$ cat src/rtl/rv_muldiv_ctrl_pkg.sv
// Shared types for the execute-stage ALU and its iterative multiply/divide sequencer.
// Holds the FSM state encodings, the RV32M funct3 codes and the signedness decode.
package rv_muldiv_ctrl_pkg;

    typedef enum logic [1:0] {
        ALU_IDLE = 2'd0,
        ALU_EXEC = 2'd1,
        ALU_WAIT = 2'd2
    } alu_state_t;

    typedef enum logic [1:0] {
        MD_IDLE = 2'd0,
        MD_RUN  = 2'd1,
        MD_END  = 2'd2,
        MD_SPEC = 2'd3
    } muldiv_state_t;

    localparam int unsigned MD_CNT_W = 6;
    localparam int unsigned XLEN     = 32;

    localparam logic [2:0] F3_MUL    = 3'b000;
    localparam logic [2:0] F3_MULH   = 3'b001;
    localparam logic [2:0] F3_MULHSU = 3'b010;
    localparam logic [2:0] F3_MULHU  = 3'b011;
    localparam logic [2:0] F3_DIV    = 3'b100;
    localparam logic [2:0] F3_DIVU   = 3'b101;
    localparam logic [2:0] F3_REM    = 3'b110;
    localparam logic [2:0] F3_REMU   = 3'b111;

    localparam logic [XLEN-1:0] INT_MIN = 32'h8000_0000;
    localparam logic [XLEN-1:0] ALL_ONE = 32'hFFFF_FFFF;

    typedef struct packed {
        logic op1;
        logic op2;
        logic dr;
        logic div;
        logic rem;
    } sign_ctrl_t;

    // fs = funct3[1:0]; the same two bits mean different things for mul and div,
    // so each control is a plain function of fs and the datapath picks what it needs.
    function automatic sign_ctrl_t decode_sign(input logic [1:0] fs);
        sign_ctrl_t s;
        s.op1 = !(fs == 2'b11);
        s.op2 = !fs[1];
        s.dr  = !fs[0];
        s.div = (fs == 2'b00);
        s.rem = (fs == 2'b10);
        return s;
    endfunction

endpackage

$ cat src/rtl/rv_muldiv_ctrl_special.sv
// Combinational detector for divisions that resolve without iterating:
// divide-by-zero and the signed INT_MIN / -1 overflow.
module rv_muldiv_special
    import rv_muldiv_ctrl_pkg::*;
(
    input  logic [2:0]      i_funct3,
    input  logic [XLEN-1:0] i_op1,
    input  logic [XLEN-1:0] i_op2,
    output logic            o_special,
    output logic [XLEN-1:0] o_bypass_data
);

    logic is_div;
    logic is_rem;
    logic is_signed;
    logic div_zero;
    logic overflow;

    assign is_div    = i_funct3[2];
    assign is_rem    = i_funct3[1];
    assign is_signed = !i_funct3[0];
    assign div_zero  = (i_op2 == '0);
    assign overflow  = is_signed && (i_op1 == INT_MIN) && (i_op2 == ALL_ONE);

    assign o_special = is_div && (div_zero || overflow);

    always_comb begin
        o_bypass_data = '0;
        if (is_div) begin
            // Zero divisor wins over overflow when both could apply.
            if (div_zero) begin
                o_bypass_data = is_rem ? i_op1 : ALL_ONE;
            end else if (overflow) begin
                o_bypass_data = is_rem ? '0 : INT_MIN;
            end
        end
    end

endmodule

$ cat src/rtl/rv_muldiv_ctrl.sv
// Sequencer for the shared iterative multiply/divide datapath: accepts one
// M-extension op, counts iterations, and short-circuits special divisions.
module rv_muldiv_ctrl
    import rv_muldiv_ctrl_pkg::*;
#(
    parameter bit          EXTENSION_M = 1'b1,
    parameter int unsigned MUL_ITER    = 31,
    parameter int unsigned DIV_ITER    = 33
) (
    input  logic                i_clk,
    input  logic                i_reset_n,
    input  logic                i_flush,
    input  logic                i_start,
    input  logic [2:0]          i_funct3,
    input  logic [XLEN-1:0]     i_op1,
    input  logic [XLEN-1:0]     i_op2,
    output logic                o_ready,
    output logic                o_on_wait,
    output logic                o_on_end,
    output logic                o_is_div,
    output logic [MD_CNT_W-1:0] o_op_cnt,
    output logic                o_op1_signed,
    output logic                o_op2_signed,
    output logic                o_dr_signed,
    output logic                o_div_signed,
    output logic                o_rem_signed,
    output logic                o_done,
    output logic                o_bypass,
    output logic [XLEN-1:0]     o_bypass_data
);

    if (EXTENSION_M) begin : g_md
        muldiv_state_t         state_q, state_d;
        logic [MD_CNT_W-1:0]   cnt_q, cnt_d;
        logic [MD_CNT_W-1:0]   limit_m1;
        logic                  is_div_q;
        sign_ctrl_t            sign_q;
        logic [XLEN-1:0]       bypass_data_q;
        logic                  special;
        logic [XLEN-1:0]       special_data;
        logic                  accept;

        rv_muldiv_special u_special (
            .i_funct3      (i_funct3),
            .i_op1         (i_op1),
            .i_op2         (i_op2),
            .o_special     (special),
            .o_bypass_data (special_data)
        );

        assign accept   = (state_q == MD_IDLE) && i_start && !i_flush;
        assign limit_m1 = is_div_q ? MD_CNT_W'(DIV_ITER - 1) : MD_CNT_W'(MUL_ITER - 1);

        always_comb begin
            state_d = state_q;
            case (state_q)
                MD_IDLE: if (i_start) state_d = special ? MD_SPEC : MD_RUN;
                MD_RUN:  if (cnt_q == limit_m1) state_d = MD_END;
                MD_END:  state_d = MD_IDLE;
                MD_SPEC: state_d = MD_IDLE;
                default: state_d = MD_IDLE;
            endcase
            if (i_flush) state_d = MD_IDLE;

            // END always returns to IDLE, so only RUN needs to carry the count forward;
            // this keeps the counter at zero whenever the block is idle.
            cnt_d = '0;
            if (state_q == MD_RUN && state_d != MD_IDLE) cnt_d = cnt_q + 1'b1;
        end

        always_ff @(posedge i_clk) begin
            if (!i_reset_n) begin
                state_q       <= MD_IDLE;
                cnt_q         <= '0;
                is_div_q      <= 1'b0;
                sign_q        <= '0;
                bypass_data_q <= '0;
            end else begin
                state_q <= state_d;
                cnt_q   <= cnt_d;
                if (accept) begin
                    is_div_q      <= i_funct3[2];
                    sign_q        <= decode_sign(i_funct3[1:0]);
                    bypass_data_q <= special_data;
                end
            end
        end

        assign o_ready       = (state_q == MD_IDLE);
        assign o_on_wait     = (state_q == MD_RUN);
        assign o_on_end      = (state_q == MD_END);
        assign o_done        = (state_q == MD_END) || (state_q == MD_SPEC);
        assign o_bypass      = (state_q == MD_SPEC);
        assign o_is_div      = is_div_q;
        assign o_op_cnt      = cnt_q;
        assign o_op1_signed  = sign_q.op1;
        assign o_op2_signed  = sign_q.op2;
        assign o_dr_signed   = sign_q.dr;
        assign o_div_signed  = sign_q.div;
        assign o_rem_signed  = sign_q.rem;
        assign o_bypass_data = bypass_data_q;
    end else begin : g_no_md
        logic unused_inputs;
        assign unused_inputs = ^{i_clk, i_reset_n, i_flush, i_start, i_funct3, i_op1, i_op2};

        assign o_ready       = 1'b1;
        assign o_on_wait     = 1'b0;
        assign o_on_end      = 1'b0;
        assign o_done        = 1'b0;
        assign o_bypass      = 1'b0;
        assign o_is_div      = 1'b0;
        assign o_op_cnt      = '0;
        assign o_op1_signed  = 1'b0;
        assign o_op2_signed  = 1'b0;
        assign o_dr_signed   = 1'b0;
        assign o_div_signed  = 1'b0;
        assign o_rem_signed  = 1'b0;
        assign o_bypass_data = '0;
    end

endmodule

$ cat config.mk
export PLATFORM = sky130hd
export DESIGN_NAME = rv_muldiv_ctrl
export DESIGN_NICKNAME = d
export VERILOG_FILES = /design/src/rtl/rv_muldiv_ctrl_pkg.sv /design/src/rtl/rv_muldiv_ctrl_special.sv /design/src/rtl/rv_muldiv_ctrl.sv
export SDC_FILE = /design/constraint.sdc
export NUM_CORES = 1
export LEC_CHECK = 0
export ABC_AREA = 1
export ABC_CLOCK_PERIOD_IN_PS = 1700
export BUFFER_PORTS_ARGS = -buffer_cell sky130_fd_sc_hd__buf_2
export CAP_MARGIN = 20
export CORE_MARGIN = 2
export CORE_UTILIZATION = 44
export CTS_CLUSTER_DIAMETER = 120
export DETAILED_ROUTE_END_ITERATION = 7
export GPL_ROUTABILITY_DRIVEN = 0
export PLACE_DENSITY_LB_ADDON = 0.3
export SLEW_MARGIN = 10
export SYNTH_ARGS = -nofsm -noshare
export SYNTH_HDL_FRONTEND = slang
export SYNTH_SLANG_ARGS = --single-unit
$ cat constraint.sdc
create_clock -name i_clk -period 1.7 [get_ports i_clk]
set_input_delay 0.085 -clock i_clk [delete_from_list [all_inputs] [get_ports i_clk]]
set_output_delay 0.085 -clock i_clk [all_outputs]
set_load 0.005 [all_outputs]
==> results.md, run 1 <==
Clock tree:
- The CTS tree is yes.
- The largest buffer count on any clock path is 2.
- Buffers inserted to repair hold after CTS numbered 0.
- The clock net in this run drives a total of 46 sinks.
- The total clock buffers created by CTS is 5.
- Clock-pin slew was measured on the worst setup and hold paths at 80 ps.
- The clock root buffer is sky130_fd_sc_hd__clkbuf_8.
- The clock tree synthesis step divided the H-tree into 2 levels.
- At the later pin of the worst-skew pair, clock insertion delay measures 290 ps.

Floorplanning:
- The initial utilization of the core area, before any placement, comes to 45.6%.
- The die covers around 5400 sq um.
- Measured along the y axis, the die boundary spans 73.7 um.
- The number of standard-cell rows in the floorplan is 25.
- The floorplan step defined a core boundary enclosing 4690 sq um.
- The die is 73.7 um wide.
- The I/O pin count is 120.

Routing:
- The overall routed net length is 6100 um.
- The first detailed-routing pass took 6 iterations.
- The number of DRC violations after detailed-routing iteration 0 is 115.
- Across all layers, the routed design uses about 2400 vias.
- In this run the remaining antenna-violating nets after routing total 0.
- The count of unresolved DRC violations after routing is 0.
- In the final routed layout, each cell accounts on average for around 13 um.
- The ratio of routed vias to standard cells is 4.97.

GRT:
- Global routing used 37.3% of the available met2 tracks.
- The all-layer global routing usage is 21.8%.
- The first global-routing pass estimated 9090 um of wire.
- The number of antenna violations at the first check in global routing is 0.
- In the global route stage, met1 resource usage came out at 25.1%.
- The total global routing overflow is 0.
- The met3 track utilization from global routing is 6.45%.
- The number of global-route vias before repair is 2136.
- Entering global routing, the biggest net connects 38 pins.
- The global routing's busiest layer is met2.

Synthesis:
- The total nets after synthesis is 382.
- Sequential elements use 43.1% of the synthesized area.
- The post-synthesis instance area is 2140 sq um.
- The most used flip-flop cell after synthesis is sky130_fd_sc_hd__dfxtp_1.
- Yosys printed 0 warnings.
- The post-synthesis cell count is 310.
- After synthesis, the share of flip-flops with an asynchronous set or reset is 0%.
- The average cell area after synthesis is 6.90 sq um.
- Counting flops with a built-in enable in the synthesized netlist gives 0.
- Counting distinct cell types in the post-synthesis netlist gives 26.
- Counting flops and latches in the post-synthesis netlist gives 46.

Worst setup path:
- The category of the worst setup path capture point is a register.
- Along the worst path, the maximum fanout reaches 31.
- In this run the critical register-to-register path is captured at o_bypass_data[13]$_SDFFE_PN0P_.
- The arrival time at the worst endpoint is approximately 1700 ps.
- The kind of critical path is register to register.
- The launching point of the worst reg2reg path is g_md.state_q[1]$_SDFF_PN0_.
- The reg2reg setup slack is 120 ps.
- The number of cell instances on the worst register-to-register path is 8.
- STA classifies the critical path startpoint as a register.
- At the worst endpoint, the required time is 1850 ps.

Placed design:
- The sum of net half-perimeters after detailed placement is 4300 um.
- In this run, placement finished with an instance count of 472.
- The worst setup slack after placement is approximately 120 ps.
- The count of buffers inserted at the top-level ports is about 120.

Final layout:
- The flip-flop count of the largest register, all copies and words added is 32.
- Summing all multi-input logic gate instances after layout gives 1070 sq um.
- The antenna diode instance count is 0.
- The post-route netlist has 33.1% of its cells at a drive strength greater than 1.
- The filler-free cell count of the finished design is between 400 and 500.
- At the end of the flow, the number of nets in the layout was 503.
- Across the whole layout, storage elements account for 921 sq um.
- The final-layout fill cell count is 478.
- From synthesis to final layout, the design area changed by 37.3%.

Pwr:
- In this run the power density over the cells is 685 nW/um^2.
- The leakage power figure is 0.00138 uW.
- Across the VDD grid, the largest voltage drop is between 0.0004 and 0.0005 V.

STA:
- For this run, the top clock speed supported by timing is 0.635 GHz.
- Setup repair after global routing left no endpoint under its margin.
- The final setup violation count is 0.
- The max-slew violation count came to 0.
- Subtracting the final worst setup slack from the clock period gives 1580 ps.
- Of the available clock period, the critical path in the final layout requires about 93%.
- The clock tree skew after final layout is between 3 and 4 ps.
- The headroom to the max-slew limit is 57.2%.
- Setup total negative slack on the finished layout was measured at 0 ps.
- For the pin with the worst max-slew slack, the measured transition is 641 ps.
- The slack of the critical path is 124 ps.
- The number of hold-slack violations in the final timing report is 0.

Status:
- The run finished with clean final reports.

Hold path:
- The worst-case hold path end point is o_rem_signed$_SDFFE_PN0P_.
- The class of the tightest hold or removal check is input port to register.
- The worst hold path was traced through 3 stages.
- The startpoint identified for the worst hold timing path is i_reset_n.

Flow run:
- Max-cap violations in this run came to 0.
-- kinds of logic after synthesis --
kind of cell	count (synthesis)	synth area share (%)
compound gates	73	17.6
xor+xnor	4	1.64
fa+ha+maj	1	0.585
buf+inv	29	6.73
flops	46	43.1
simple gates	157	30.4
-- per-stage QoR --
stage | hold slack (ps) | utilization [%] | power, uW | area, sq um
global placement | 357 | 58.9 | 1350 | 2760
global route | 52.9 | 62.6 | 2100 | 2940
CTS | 45.8 | 60.8 | 2030 | 2850
finish | 56.6 | 62.6 | 2010 | 2940
detailed placement | 368 | 58.9 | 1350 | 2760
floorplan | 210 | - | 1220 | 2140
-- synthesized netlist by cell type (all sizes together) (3+ instances only) --
master  number  area share [%]
nand3       10             2.3
o21ai       33             8.1
a21oi       38             8.9
buf          9             3.2
nand4        7             2.0
inv         15             2.6
clkbuf       5            0.88
nand2       77              14
xor2         3             1.2
nor2        60              11
dfxtp       46              43
-- where the power goes --
group	switching [uW]	total, uW	leakage (uW)	internal [uW]
sequential	7.44	1090	0.000371	1090
combinational	136	242	0.000957	105
clock	348	676	0.0000482	328
-- routing by layer --
| metal | vias to the layer above | routed length, um |
|---|---|---|
| li1 | 1259 | - |
| met1 | 1068 | 2660 |
| met2 | 79 | 2990 |
| met3 | 10 | 372 |
| met4 | 0 | 87 |
| met5 | - | 0 |
-- worst max-delay path: stages (launching register included) --
cell                      delay, ps
sky130_fd_sc_hd__dfxtp_1        360
sky130_fd_sc_hd__nor2_2         160
sky130_fd_sc_hd__inv_2           70
sky130_fd_sc_hd__nor3_4         190
sky130_fd_sc_hd__buf_4          160
sky130_fd_sc_hd__inv_1          130
sky130_fd_sc_hd__buf_12         210
sky130_fd_sc_hd__nand2_1         80
sky130_fd_sc_hd__a21oi_1         70
-- how the worst max path moves through the flow --
| stage | slack (ps) | cells after the start | endpoint | startpoint |
|---|---|---|---|---|
| 2_1_floorplan | 320 | 8 | o_bypass_data[16]$_SDFFE_PN0P_ | g_md.state_q[0]$_SDFF_PN0_ |
| 3_3_place_gp | 230 | 8 | o_bypass_data[0]$_SDFFE_PN0P_ | g_md.state_q[0]$_SDFF_PN0_ |
| 3_5_place_dp | 120 | 8 | o_bypass_data[13]$_SDFFE_PN0P_ | g_md.state_q[0]$_SDFF_PN0_ |
| 4_1_cts | 120 | 8 | o_bypass_data[0]$_SDFFE_PN0P_ | g_md.state_q[0]$_SDFF_PN0_ |
| 5_1_grt | 8 | 8 | o_bypass_data[27]$_SDFFE_PN0P_ | g_md.state_q[1]$_SDFF_PN0_ |
| 6_report | 120 | 8 | o_bypass_data[13]$_SDFFE_PN0P_ | g_md.state_q[1]$_SDFF_PN0_ |
-- area by class of cell --
| cell class | count | area share (%) |
|---|---|---|
| flip-flops and latches | 46 | 31.4 |
| well taps | 54 | 2.30 |
| clock buffers | 7 | 2.94 |
| clock inverters | 1 | 0.170 |
| inverters | 15 | 1.92 |
| repair buffers | 128 | 24.8 |
| multi-input cells | 235 | 36.6 |
-- repair_timing --
item,CTS,global route
gates resized for setup,0,0
setup endpoints to repair,0,13
buffers inserted,0,3
-- cells in the final DEF (no fill, tap or decap), types with 3 or more instances in the layout --
cell	netlist	final
sky130_fd_sc_hd__a21oi_1	38	38
sky130_fd_sc_hd__buf_2	4	119
sky130_fd_sc_hd__buf_4	2	4
sky130_fd_sc_hd__clkbuf_8	0	6
sky130_fd_sc_hd__dfxtp_1	46	46
sky130_fd_sc_hd__inv_1	13	13
sky130_fd_sc_hd__nand2_1	76	76
sky130_fd_sc_hd__nand3_1	10	10
sky130_fd_sc_hd__nand4_1	7	7
sky130_fd_sc_hd__nor2_1	58	58
sky130_fd_sc_hd__o21ai_0	3	3
sky130_fd_sc_hd__o21ai_1	28	28
sky130_fd_sc_hd__xor2_1	3	3
Note: power is estimated with default switching activity, not from simulation.
==> run 2, diff against run 1 <==
--- a/config.mk
+++ b/config.mk
@@ -14,7 +14,9 @@
 export CTS_CLUSTER_DIAMETER = 120
 export DETAILED_ROUTE_END_ITERATION = 7
 export GPL_ROUTABILITY_DRIVEN = 0
+export GPL_TIMING_DRIVEN = 0
 export PLACE_DENSITY_LB_ADDON = 0.3
+export SKIP_CTS_REPAIR_TIMING = 1
 export SLEW_MARGIN = 10
 export SYNTH_ARGS = -nofsm -noshare
 export SYNTH_HDL_FRONTEND = slang
==> run 2 against run 1 <==
Effect of this change: clock skew shrank 1.6 ps; maximum frequency grew 2.1%; hold slack is essentially flat; critical path type unchanged; sequential cell count is the same; largest power group unchanged; highest routed layer unchanged.
==> results.md, run 2 (same netlist as run 1, synthesis figures left out) <==
Routing:
- Summing over every cut layer, the via total after detailed routing is between 2000 and 2500.
- The count of unresolved DRC violations after routing is 0.
- The number of DRC violations after detailed-routing iteration 0 is 72.
- The overall routed net length is 5680 um.
- Dividing the detail-routed wire length by the instance count gives about 12 um.
- The iteration count of the initial detailed-routing pass is 4.
- The ratio of routed vias to standard cells is 4.90.
- The post-detailed-route count of antenna-violating nets is 0.

Placed design:
- Input and output buffers added on the ports amount to 119.
- In this run, placement finished with an instance count of 483.
- The sum of net half-perimeters after detailed placement is 4590 um.
- The placed cell area is 2800 sq um.

Worst setup path:
- The critical register-to-register path endpoint is o_bypass_data[23]$_SDFFE_PN0P_.
- Counting cells, the worst reg-to-reg path comes to 8.
- The launching point of the worst reg2reg path is g_md.state_q[1]$_SDFF_PN0_.
- The signal on the critical path passes through nor2_4, inv_2, nor3_4, inv_1, buf_4, clkbuf_4, nand2_1, a21oi_1.
- The arrival time at the worst endpoint is around 1700 ps.
- The launching instance or port of the critical path is g_md.state_q[1]$_SDFF_PN0_.
- For this run, the slowest stage of the critical path takes 370 ps.
- The critical path runs through a total of 8 cells.
- Counting both buffers and inverters, the worst setup path holds a total of 4.
- STA classifies the critical path endpoint as a register.
- The critical path required time is 1860 ps.
- The startpoint type of the worst setup path is a register.
- The slowest stage of the critical path belongs to the cell sky130_fd_sc_hd__dfxtp_1.
- In this design, the largest share of critical-path delay is due to buffers and inverters.
- The reg2reg setup slack is 160 ps.
- The termination of the worst setup path is o_bypass_data[23]$_SDFFE_PN0P_.
- In this run the worst path has a maximum fanout of 10.
- The worst setup path is of the register to register kind.

Clock tree:
- CTS placed an instance of sky130_fd_sc_hd__clkbuf_8 at the clock tree root.
- The number of levels the H-tree was split into is 2.
- Buffers inserted during clock tree synthesis total 5.
- The clock-pin transition on the worst setup and hold timing paths is 80 ps.
- TritonCTS built the clock tree.
- The largest buffer count on any clock path is 2.
- The later-pin clock latency in the skew report is 290 ps.
- The number of sinks on the clock net is 46.

STA:
- The highest clock frequency the design can meet is between 0.6 and 0.7 GHz.
- The max-slew violation count is 0.
- The actual slew at the worst max-slew pin is 473 ps.
- Measured against its own limit, the worst slew margin works out to between 60% and 70%.
- The minimum period implied by the final worst setup slack is 1540 ps.
- Of the available clock period, the critical path in the final layout requires 90.8%.
- Setup violations remaining at the end of the flow were counted as 0.
- Adding up every negative setup slack in the final design gives 0 ps.
- The number of hold-slack violations in the final timing report came to 0.
- Setup repair after global routing left no endpoint under its margin.
- The clock tree skew after final layout is 1.93 ps.

Final layout:
- In the layout the commonest cells are sky130_fd_sc_hd__buf_2 (120), sky130_fd_sc_hd__nand2_1 (76), sky130_fd_sc_hd__nor2_1 (58).
- The multi-input gate area in the final layout is 1080 sq um.
- The final instance area is between 2000 and 3000 sq um.
- The filler-free cell count of the finished design is ~490.
- The share of layout cells above drive strength 1 is 33.1%.
- The register with the most flip-flops in the layout has 32 of them.
- In the final layout, flip-flops and latches occupy a little over 900 sq um.
- 0 antenna diodes ended up in the layout.
- The layout has 460 filler cells.
- The library cell used most frequently in the layout, excluding fill and tap cells, is sky130_fd_sc_hd__buf_2.
- The final layout net count is 509.
- The area growth from synthesis to layout is 36.3%.

GRT:
- The number of antenna violations at the first check in global routing came to 0.
- The maximum number of pins on one net before global-route repair is 14.
- Global routing used a little over a fifth of the available tracks across all layers.
- The global-route wire length before repair is 9230 um.
- The total global routing overflow is 0.
- The number of global-route vias before repair is 2178.

Hold path:
- The class of the tightest hold or removal check is input port to register.

Floorplanning:
- The I/O pin count is 120.
- The die covers 5430 sq um.
- From left edge to right edge, the die measures between 70 and 80 um.
- The number of standard-cell rows in the floorplan is 25.
- The effective utilization at floorplan is 45.6%.
- The die extent in y is 73.7 um.
- The core box area is around 4700 sq um.

Pwr:
- The leakage power figure is 0.00137 uW.
- IR analysis of the VDD net gives a maximum drop of 0.000480 V.
- For this design the ratio of total power to cell area is 692 nW/um^2.

Flow run:
- Max-cap violations in this run came to 0.

Status:
- The flow ran to the end, and the final reports show no timing, DRC or antenna violations.
[run 2: cell types whose count changed in the layout (fill, tap and decap cells not counted)]
cell | before | now
sky130_fd_sc_hd__buf_12 | 2 | 0
sky130_fd_sc_hd__buf_2 | 119 | 120
sky130_fd_sc_hd__buf_4 | 4 | 5
sky130_fd_sc_hd__buf_6 | 1 | 3
sky130_fd_sc_hd__clkbuf_1 | 1 | 6
sky130_fd_sc_hd__clkbuf_16 | 2 | 0
sky130_fd_sc_hd__clkbuf_4 | 0 | 1
sky130_fd_sc_hd__dfxtp_1 | 46 | 45
sky130_fd_sc_hd__dfxtp_2 | 0 | 1
sky130_fd_sc_hd__nor2_2 | 1 | 0
sky130_fd_sc_hd__nor2_4 | 1 | 2
[run 2: per-stage QoR]
stage	hold slack [ps]	total power, uW	worst slack [ps]	util (%)
6_report	56.7	2020	157	62.1
5_1_grt	58.6	2110	3.58	62.1
4_1_cts	53.1	2030	88.4	61.7
3_5_place_dp	365	1360	115	59.7
3_3_place_gp	357	1350	145	59.7
2_1_floorplan	210	1220	315	-
[run 2: where the power goes]
part	switching, uW	total, uW	leakage, uW	internal (uW)
combinational	135	242	0.000950	107
clock	353	682	0.0000482	328
sequential	7.53	1090	0.000372	1090
total	495	2020	0.00137	1520
[run 2: tightest hold or removal path, delay by kind of cell]
kind	cells	cell delay, ps
AOI/OAI and AO/OA	1	30
and+or+nand+nor	1	60
buffers and inverters	1	130
[run 2: area by class of cell]
class                      instances  area share (%)
clock buffer                       7            2.96
clock inverter                     1           0.172
buffer                            14            3.26
inverter                          15            1.93
multi-input combinational        235            37.0
timing repair buffer             120            20.7
sequential                        46            31.6
tap                               54            2.32
[run 2: how the worst min path moves through the flow]
stage                   start                            end  slack, ps  cells after the start
floorplan           i_reset_n      o_rem_signed$_SDFFE_PN0P_        210                      2
global placement     i_op1[7]  o_bypass_data[7]$_SDFFE_PN0P_        360                      3
detailed placement  i_reset_n      o_rem_signed$_SDFFE_PN0P_        370                      3
CTS                 i_reset_n      o_rem_signed$_SDFFE_PN0P_         50                      3
global route        i_reset_n      o_rem_signed$_SDFFE_PN0P_         60                      3
finish              i_reset_n      o_rem_signed$_SDFFE_PN0P_         60                      3
[run 2: per-layer routing]
layer | vias to the layer above | track usage [%] | wire (um)
li1 | 1266 | - | -
met1 | 1058 | 26.7 | 2470
met4 | 0 | 7.47 | 93
met3 | 11 | 4.53 | 343
met2 | 78 | 37.5 | 2770
met5 | - | 0 | 0
